[src/rtl/audio_packet_scheduler.sv]
// audio_packet_scheduler: buffers stereo samples and answers each hdmi packet_enable
// with the next data-island packet type (ACR, audio InfoFrame, audio sample or null).
module audio_packet_scheduler #(
    parameter int AUDIO_BIT_WIDTH = 16,
    parameter int FIFO_DEPTH      = 8
) (
    input  logic                           clk_pixel,
    input  logic                           reset_n,
    input  logic [9:0]                     cx,
    input  logic [9:0]                     cy,
    input  logic                           packet_enable,
    input  logic                           sample_valid,
    output logic                           sample_ready,
    input  logic [AUDIO_BIT_WIDTH-1:0]     sample_left,
    input  logic [AUDIO_BIT_WIDTH-1:0]     sample_right,
    output logic [7:0]                     packet_type,
    output logic [AUDIO_BIT_WIDTH-1:0]     audio_sample_word_left,
    output logic [AUDIO_BIT_WIDTH-1:0]     audio_sample_word_right,
    output logic [$clog2(FIFO_DEPTH):0]    fifo_level
);
    localparam int W  = AUDIO_BIT_WIDTH;
    localparam int PW = $clog2(FIFO_DEPTH);
    localparam int LW = PW + 1;

    typedef enum logic [1:0] {SEND_ACR, SEND_INFO, STREAM} state_t;

    state_t              state_q, state_d;
    logic [7:0]          type_q, type_d;
    logic [W-1:0]        word_l_q, word_l_d, word_r_q, word_r_d;
    logic [2*W-1:0]      mem_q [FIFO_DEPTH];
    logic [2*W-1:0]      mem_d [FIFO_DEPTH];
    logic [PW-1:0]       wptr_q, wptr_d, rptr_q, rptr_d;
    logic [LW-1:0]       level_q, level_d;
    logic                frame_start, wr_en, pop;

    assign frame_start  = (cx == 10'd0) && (cy == 10'd0);
    assign sample_ready = level_q != LW'(FIFO_DEPTH);
    assign wr_en        = sample_valid && sample_ready;
    // Pop only sees entries already registered, so a same-cycle write into an empty FIFO yields null.
    assign pop          = packet_enable && !frame_start && (state_q == STREAM) && (level_q != '0);

    always_comb begin
        state_d  = state_q;
        type_d   = type_q;
        word_l_d = word_l_q;
        word_r_d = word_r_q;
        if (frame_start) begin
            state_d = packet_enable ? SEND_INFO : SEND_ACR;
            type_d  = packet_enable ? 8'h01 : type_q;
        end else if (packet_enable) begin
            if (state_q == SEND_ACR) begin
                type_d  = 8'h01;
                state_d = SEND_INFO;
            end else if (state_q == SEND_INFO) begin
                type_d  = 8'h84;
                state_d = STREAM;
            end else begin
                type_d = pop ? 8'h02 : 8'h00;
                if (pop) {word_l_d, word_r_d} = mem_q[rptr_q];
            end
        end
    end

    always_comb begin
        mem_d = mem_q;
        if (wr_en) mem_d[wptr_q] = {sample_left, sample_right};
        wptr_d  = wptr_q + PW'(wr_en);
        rptr_d  = rptr_q + PW'(pop);
        level_d = level_q + LW'(wr_en) - LW'(pop);
    end

    always_ff @(posedge clk_pixel or negedge reset_n) begin
        if (!reset_n) begin
            state_q  <= SEND_ACR;
            type_q   <= 8'h00;
            word_l_q <= '0;
            word_r_q <= '0;
            mem_q    <= '{default: '0};
            wptr_q   <= '0;
            rptr_q   <= '0;
            level_q  <= '0;
        end else begin
            state_q  <= state_d;
            type_q   <= type_d;
            word_l_q <= word_l_d;
            word_r_q <= word_r_d;
            mem_q    <= mem_d;
            wptr_q   <= wptr_d;
            rptr_q   <= rptr_d;
            level_q  <= level_d;
        end
    end

    assign packet_type             = type_q;
    assign audio_sample_word_left  = word_l_q;
    assign audio_sample_word_right = word_r_q;
    assign fifo_level              = level_q;
endmodule
[config.mk]
export PLATFORM = sky130hd
export DESIGN_NAME = audio_packet_scheduler
export DESIGN_NICKNAME = d
export VERILOG_FILES = /design/src/rtl/audio_packet_scheduler.sv
export SDC_FILE = /design/constraint.sdc
export NUM_CORES = 1
export LEC_CHECK = 0
export ABC_CLOCK_PERIOD_IN_PS = 2400
export CAP_MARGIN = 20
export CORE_MARGIN = 10
export CORE_UTILIZATION = 53
export DETAILED_ROUTE_END_ITERATION = 6
export PLACE_DENSITY = 0.76
export SLEW_MARGIN = 10
export SYNTH_ARGS = -nofsm -noshare
export SYNTH_HDL_FRONTEND = slang
export SYNTH_SLANG_ARGS = --single-unit
export TNS_END_PERCENT = 20
[constraint.sdc]
create_clock -name clk_pixel -period 2.4 [get_ports clk_pixel]
set_clock_uncertainty 0.2 [all_clocks]
set_input_delay 0.24 -clock clk_pixel [delete_from_list [all_inputs] [get_ports clk_pixel]]
set_output_delay 0.24 -clock clk_pixel [all_outputs]
set_load 0.02 [all_outputs]
==> results of run 1 <==
==> cell usage after synthesis <==
cell / instances
a21o_1: 1
a21oi_1: 3
a2bb2oi_1: 1
and3_1: 1
buf_1: 3
buf_2: 17
buf_4: 18
buf_6: 8
clkbuf_1: 10
conb_1: 1
dfrtp_1: 303
fa_1: 1
ha_1: 8
inv_1: 10
mux2_1: 123
mux2_2: 198
mux4_2: 64
nand2_1: 4
nand2_2: 1
nand2b_1: 2
nand3_1: 1
nand3_2: 1
nand3b_1: 2
nand3b_2: 2
nor2_1: 7
nor3b_2: 2
nor4_1: 5
o21a_1: 1
o21ai_0: 2
o21ai_1: 1
o221ai_1: 1
o32ai_1: 1
or3b_1: 1
xnor2_1: 3
xor2_1: 3
==> metal layers <==
layer / GRT usage / wire length (microns) / share of wire / vias up
li1: - / - / - / 3245
met1: 0.228 / 12300 / 0.45 / 3942
met2: 0.291 / 13900 / 0.50 / 106
met3: 0.0273 / 965 / 0.035 / 30
met4: 0.0341 / 454 / 0.016 / 0
met5: 0 / 0 / 0 / -
==> registers in the layout, summed over array words and instances, names as in the netlist <==
name	cells
mem_q	256
audio_sample_word_left	16
audio_sample_word_right	16
fifo_level	4
packet_type	3
rptr_q	3
wptr_q	3
state_q	2
==> final cells by class <==
type                    count  area share
inverters                  10     0.00228
flip-flops and latches    303       0.462
clock inverters            11      0.0140
well taps                 330      0.0251
clock buffers              44      0.0550
multi-input cells         444       0.339
repair buffers            147       0.103
==> worst max-delay path: cells and delay by family, from the launching register on <==
family	cells	cell delay, ps
simple gates	3	880
flops	1	410
mux	1	350
buf+inv	2	280
fa+ha+maj	1	130
==> timing repair <==
item                                    in CTS  in global routing
hold buffers                                 1                  0
setup buffers                                1                  2
resized for setup                            2                  9
gates cloned                                 0                  1
endpoints found under the setup margin      37                148
pin swaps                                    1                  2
hold endpoints to repair                   303                  0
==> cells by family after synthesis <==
| family | after synthesis |
|---|---|
| adders and majority gates | 9 |
| xor gates and xnor gates | 6 |
| AOI/OAI and AO/OA | 11 |
| DFF | 303 |
| muxes | 385 |
| buffers and inverters | 66 |
| and+or+nand+nor | 29 |
| other | 1 |
==> layout by cell type, fill, tap and decap left out, drive strengths merged, types with 5 or more instances in the layout <==
cell type      Yosys  layout
clkbuf            10      45
mux2             321     321
nor2               7       7
nor4               5       5
nand2              5       5
buf               46      50
clkdlybuf4s50      0      94
bufinv             0       7
ha                 8       8
inv               10      10
mux4              64      64
dfrtp            303     303
==> path summary, 6_finish.rpt <==
| check | endpoint | cells after the start | slack [ps] |
|---|---|---|---|
| min in group clk_pixel | state_q[0] | 4 | 240 |
| worst min-delay path | mem_q[176] | 2 | 70 |
| max in group asynchronous | fifo_level[2] | 3 | 1210 |
| worst min register to register | mem_q[83] | 1 | 290 |
| worst max register to register | mem_q[64] | 7 | 30 |
| worst max-delay path | mem_q[64] | 7 | 30 |
==> stage by stage <==
stage	instance area [sq um]	total power (uW)	util	hold WS, ps	TNS (ps)
after floorplan	13500	15500	-	-256	-5.18
after global placement	15200	18100	0.606	54.2	-3830
after detailed placement	15200	18400	0.606	55.6	-7600
after CTS	16400	23900	0.652	66.4	-24.2
after global routing	16400	25100	0.655	100	-1590
final	16400	23700	0.655	70.1	0
==> power by group <==
group	internal [uW]	leakage, uW	switching, uW
Sequential	7720	0.00364	1350
Combinational	5740	0.00281	3570
Clock	3350	0.000560	1950
==> impl_metrics.json, run 1 <==
{
  "clock_sinks": 303,
  "finalCritPeriodShare": 0.989,
  "place_ws_ps": -313,
  "ys_seq_area_frac": 0.563,
  "cpPeakStageDelay_ps": 410,
  "drtIter0Drc": 461,
  "synth_top_cell_by_area": "dfrtp_1",
  "path_clk_slew_ps": 60,
  "critPathMaxFanout": 17,
  "crit_path_end_kind": "register",
  "vias": 7323,
  "grt_pass1_vias": 8152,
  "first_pass_iters": 4,
  "synthTopCellsByArea": "dfrtp_1 56%, mux2_2 17%, mux4_2 11%",
  "leakage_uw": 0.00701,
  "critPathLaunchType": "register",
  "crit_path_start": "fifo_level[2]",
  "drcViolationCount": 0,
  "path_class": "reg2reg",
  "fin_crit_ps": 2370,
  "die_y_microns": 179,
  "hold_violations": 0,
  "drv_cap": 0,
  "final_max_slew_viol_count": 0,
  "synth_top_family_by_area": "multiplexers",
  "fillers": 1810,
  "yosys.cell_types.count": 35,
  "nets": 1002,
  "slowest_stage": "dfrtp_2",
  "pin_count": 101,
  "grtUsageTotal": 0.171,
  "stdcell_count": 1289,
  "regToRegStartpoint": "fifo_level[2]",
  "synth_cells": 810,
  "drt.antenna.violating_nets": 0,
  "die-area_sq_mm": 0.0322,
  "grt_pass1_wl_mm": 45.5,
  "max_freq_mhz": 421,
  "tritoncts": "built",
  "htreeDepth": 1,
  "p_per_area_mw_per_mm2": 1440,
  "yosysWarnings": 0,
  "grt_max_degree": 71,
  "dp_hpwl_mm": 17.3,
  "clk_latency_ps": 550,
  "port_buffers": 96,
  "num_rows": 58,
  "finalSetupViolations": 0,
  "register_area_sq_mm": 0.00759,
  "synthXorXnorAreaFrac": 0.00390,
  "viasPerCell": 5.68,
  "core_sq_mm": 0.0251,
  "crit_path_cell_trace": "inv_2 -> ha_1 -> or3b_4 -> and3_2 -> nand3b_2 -> buf_12 -> mux2_2",
  "grt-ovfl-total": 0,
  "die_w_microns": 179,
  "wl_mm": 27.6,
  "status": "complete, no violations",
  "numCtsBuffers": 31,
  "insertedDiodeCount": 0,
  "synth_mux_area_frac": 0.375,
  "irDropWorstVdd_uv": 750,
  "drive_gt1_frac": 0.401,
  "hold_class": "in2async",
  "dp_cells": 1229,
  "synth-compound-area-share": 0.00530,
  "wl_per_cell_microns": 21.4,
  "slew_headroom": 0.618,
  "arrival_ps": 2600,
  "syn_area_per_cell_sq_um": 16.6,
  "ys_seq_elements": 303,
  "multi_input_area_sq_mm": 0.00558,
  "clockRootBuffer": "clkbuf_16",
  "cts.path.max_buffers": 3,
  "yosys.area_share.simple": 0.0137,
  "antenna_found_initial": 0,
  "gp_congestion": 0.728,
  "netlist_area_sq_mm": 0.0135,
  "cp.required_ps": 2630,
  "syn_to_final_growth_pct": 22.1,
  "start_util": 0.536,
  "grt_setup_unrepaired": "yes",
  "synth.top_cell.area_share": 0.563,
  "worstMarginPinSlew_ps": 574,
  "worst_slack_ps": 25.8,
  "synth_adder_area_share": 0.00892
}
No activity file was read; power rests on OpenSTA's default activity.
==> run 2: changes to the inputs <==
Settings changed: PLACE_DENSITY 0.76 to not set, PLACE_DENSITY_LB_ADDON set to 0.25.
==> impl_metrics.json, run 2 (synthesized netlist as in run 1, its figures left out) <==
{
  "worstMarginPinSlew_ps": 618,
  "wl_per_cell_microns": 22.5,
  "crit_path_cell_trace": "inv_2 -> ha_4 -> or3b_4 -> nand2_2 -> inv_2 -> xnor2_2 -> ha_2 -> inv_2 -> fa_2 -> inv_2",
  "grtUsageTotal": 0.180,
  "die_y_microns": 179,
  "clk_latency_ps": 560,
  "antenna_found_initial": 1,
  "start_util": 0.536,
  "fillers": 1797,
  "cpPeakStageDelay_ps": 530,
  "crit_family": "adder cells",
  "cts.path.max_buffers": 3,
  "grt_pass1_wl_mm": 47.6,
  "largest_reg_flops": 256,
  "crit_path_start": "fifo_level[2]",
  "drt.antenna.violating_nets": 0,
  "crit_path_end_kind": "register",
  "grt_setup_unrepaired": "yes",
  "die_w_microns": 179,
  "slowest_stage": "fa_2",
  "layout_commonest_cell": "dfrtp_1",
  "die-area_sq_mm": 0.0322,
  "core_sq_mm": 0.0251,
  "syn_to_final_growth_pct": 21.2,
  "regMostFlops": "mem_q",
  "first_pass_iters": 4,
  "vias": 7380,
  "drtIter0Drc": 243,
  "p_per_area_mw_per_mm2": 1420,
  "grt_pass1_vias": 8454,
  "drv_cap": 0,
  "path_class": "reg2reg",
  "critPathMaxFanout": 4,
  "max_freq_mhz": 418,
  "htreeDepth": 1,
  "finalCritPeriodShare": 0.997,
  "hold_violations": 0,
  "critPathLaunchType": "register",
  "arrival_ps": 2640,
  "hold_class": "in2async",
  "cp.required_ps": 2650,
  "grt-ovfl-total": 0,
  "nets": 999,
  "viasPerCell": 5.72,
  "drcViolationCount": 0,
  "grt_max_degree": 75,
  "crit_buf_inv": 4,
  "tritoncts": "built",
  "final_max_slew_viol_count": 0,
  "regToRegStartpoint": "fifo_level[2]",
  "clock_sinks": 303,
  "gp_congestion": 0.746,
  "power.total_uw": 23200,
  "finalSetupViolations": 0,
  "status": "complete, no violations",
  "num_rows": 58,
  "stdcell_count": 1290,
  "drive_gt1_frac": 0.408,
  "wl_mm": 29.0,
  "numCtsBuffers": 31,
  "leakage_uw": 0.00693,
  "dp_cells": 1224,
  "clockRootBuffer": "clkbuf_16",
  "fin_crit_ps": 2390,
  "pin_count": 101,
  "path_clk_slew_ps": 60,
  "irDropWorstVdd_uv": 809,
  "crit_top_cell": "inv_2",
  "dp_hpwl_mm": 18.7,
  "slew_headroom": 0.588,
  "layout_common_cells": "298 x dfrtp_1, 198 x mux2_2, 123 x mux2_1",
  "port_buffers": 96
}
-- run 2: cell types whose count changed in the layout (fill, tap and decap cells not counted), moves of 2 or more --
cell,change
inv_2,+2
clkbuf_8,+3
ha_4,+2
bufinv_16,-5
ha_1,-2
buf_12,-3
inv_1,-2
nand2_2,+2
nand2_4,-2
clkinv_2,+3
-- run 2: report_power, final --
group          internal (uW)  switching, uW
combinational           5670           3540
clock                   2920           1930
sequential              7720           1450
total                  16300           6930
-- run 2: worst paths after layout --
check | cells after the start | end | slack, ps
setup / recovery | 10 | fifo_level[1] | 8
hold / removal | 2 | mem_q[135] | 60
setup reg to reg | 10 | fifo_level[1] | 8
hold reg to reg | 1 | mem_q[7] | 290
max in group asynchronous | 3 | mem_q[151] | 1170
min in group clk_pixel | 4 | state_q[0] | 240
-- run 2: layer usage --
layer  routed length (microns)  GRT usage
met1                     12000      0.225
met2                     15400      0.323
met3                      1030     0.0277
met4                       552     0.0380
met5                         0          0
-- run 2: cell type report --
| class | instances | area (sq um) | area share |
|---|---|---|---|
| clock inverter | 11 | 111 | 0.00682 |
| tap | 330 | 413 | 0.0253 |
| sequential | 303 | 7590 | 0.465 |
| timing repair buffer | 144 | 1620 | 0.0995 |
| inverter | 10 | 37.5 | 0.00230 |
| multi-input combinational | 444 | 5590 | 0.343 |
| clock buffer | 47 | 946 | 0.0580 |
| antenna | 1 | 2.50 | 0.000153 |
-- run 2: repair_timing --
action                     in CTS  in global routing
cloned                          0                  1
setup endpoints to repair      60                 37
pin swaps                       5                  3
hold buffers                    1                  0
gates resized for setup         7                  6
setup buffers                   4                  1
hold endpoints to repair      257                  0
-- run 2: worst register-to-register path, delay by kind of cell, from the launching register on --
family        cells  cell delay (ps)
fa+ha+maj         3              850
simple gates      2              490
flops             1              410
buf+inv           4              200
xor+xnor          1              140
-- run 2: metrics by stage --
| stage | utilization | instance area [sq um] | TNS (ps) | setup WS, ps | hold slack (ps) |
|---|---|---|---|---|---|
| after floorplan | - | 13500 | -5.18 | -5.18 | -256 |
| after global placement | 0.603 | 15100 | -1100 | -225 | 54.7 |
| after detailed placement | 0.603 | 15100 | -2590 | -251 | 60.5 |
| after CTS | 0.647 | 16300 | -5.78 | -5.78 | 87.3 |
| after global routing | 0.650 | 16300 | -75.8 | -49.0 | 109 |
| final | 0.650 | 16300 | 0 | 7.60 | 56.1 |
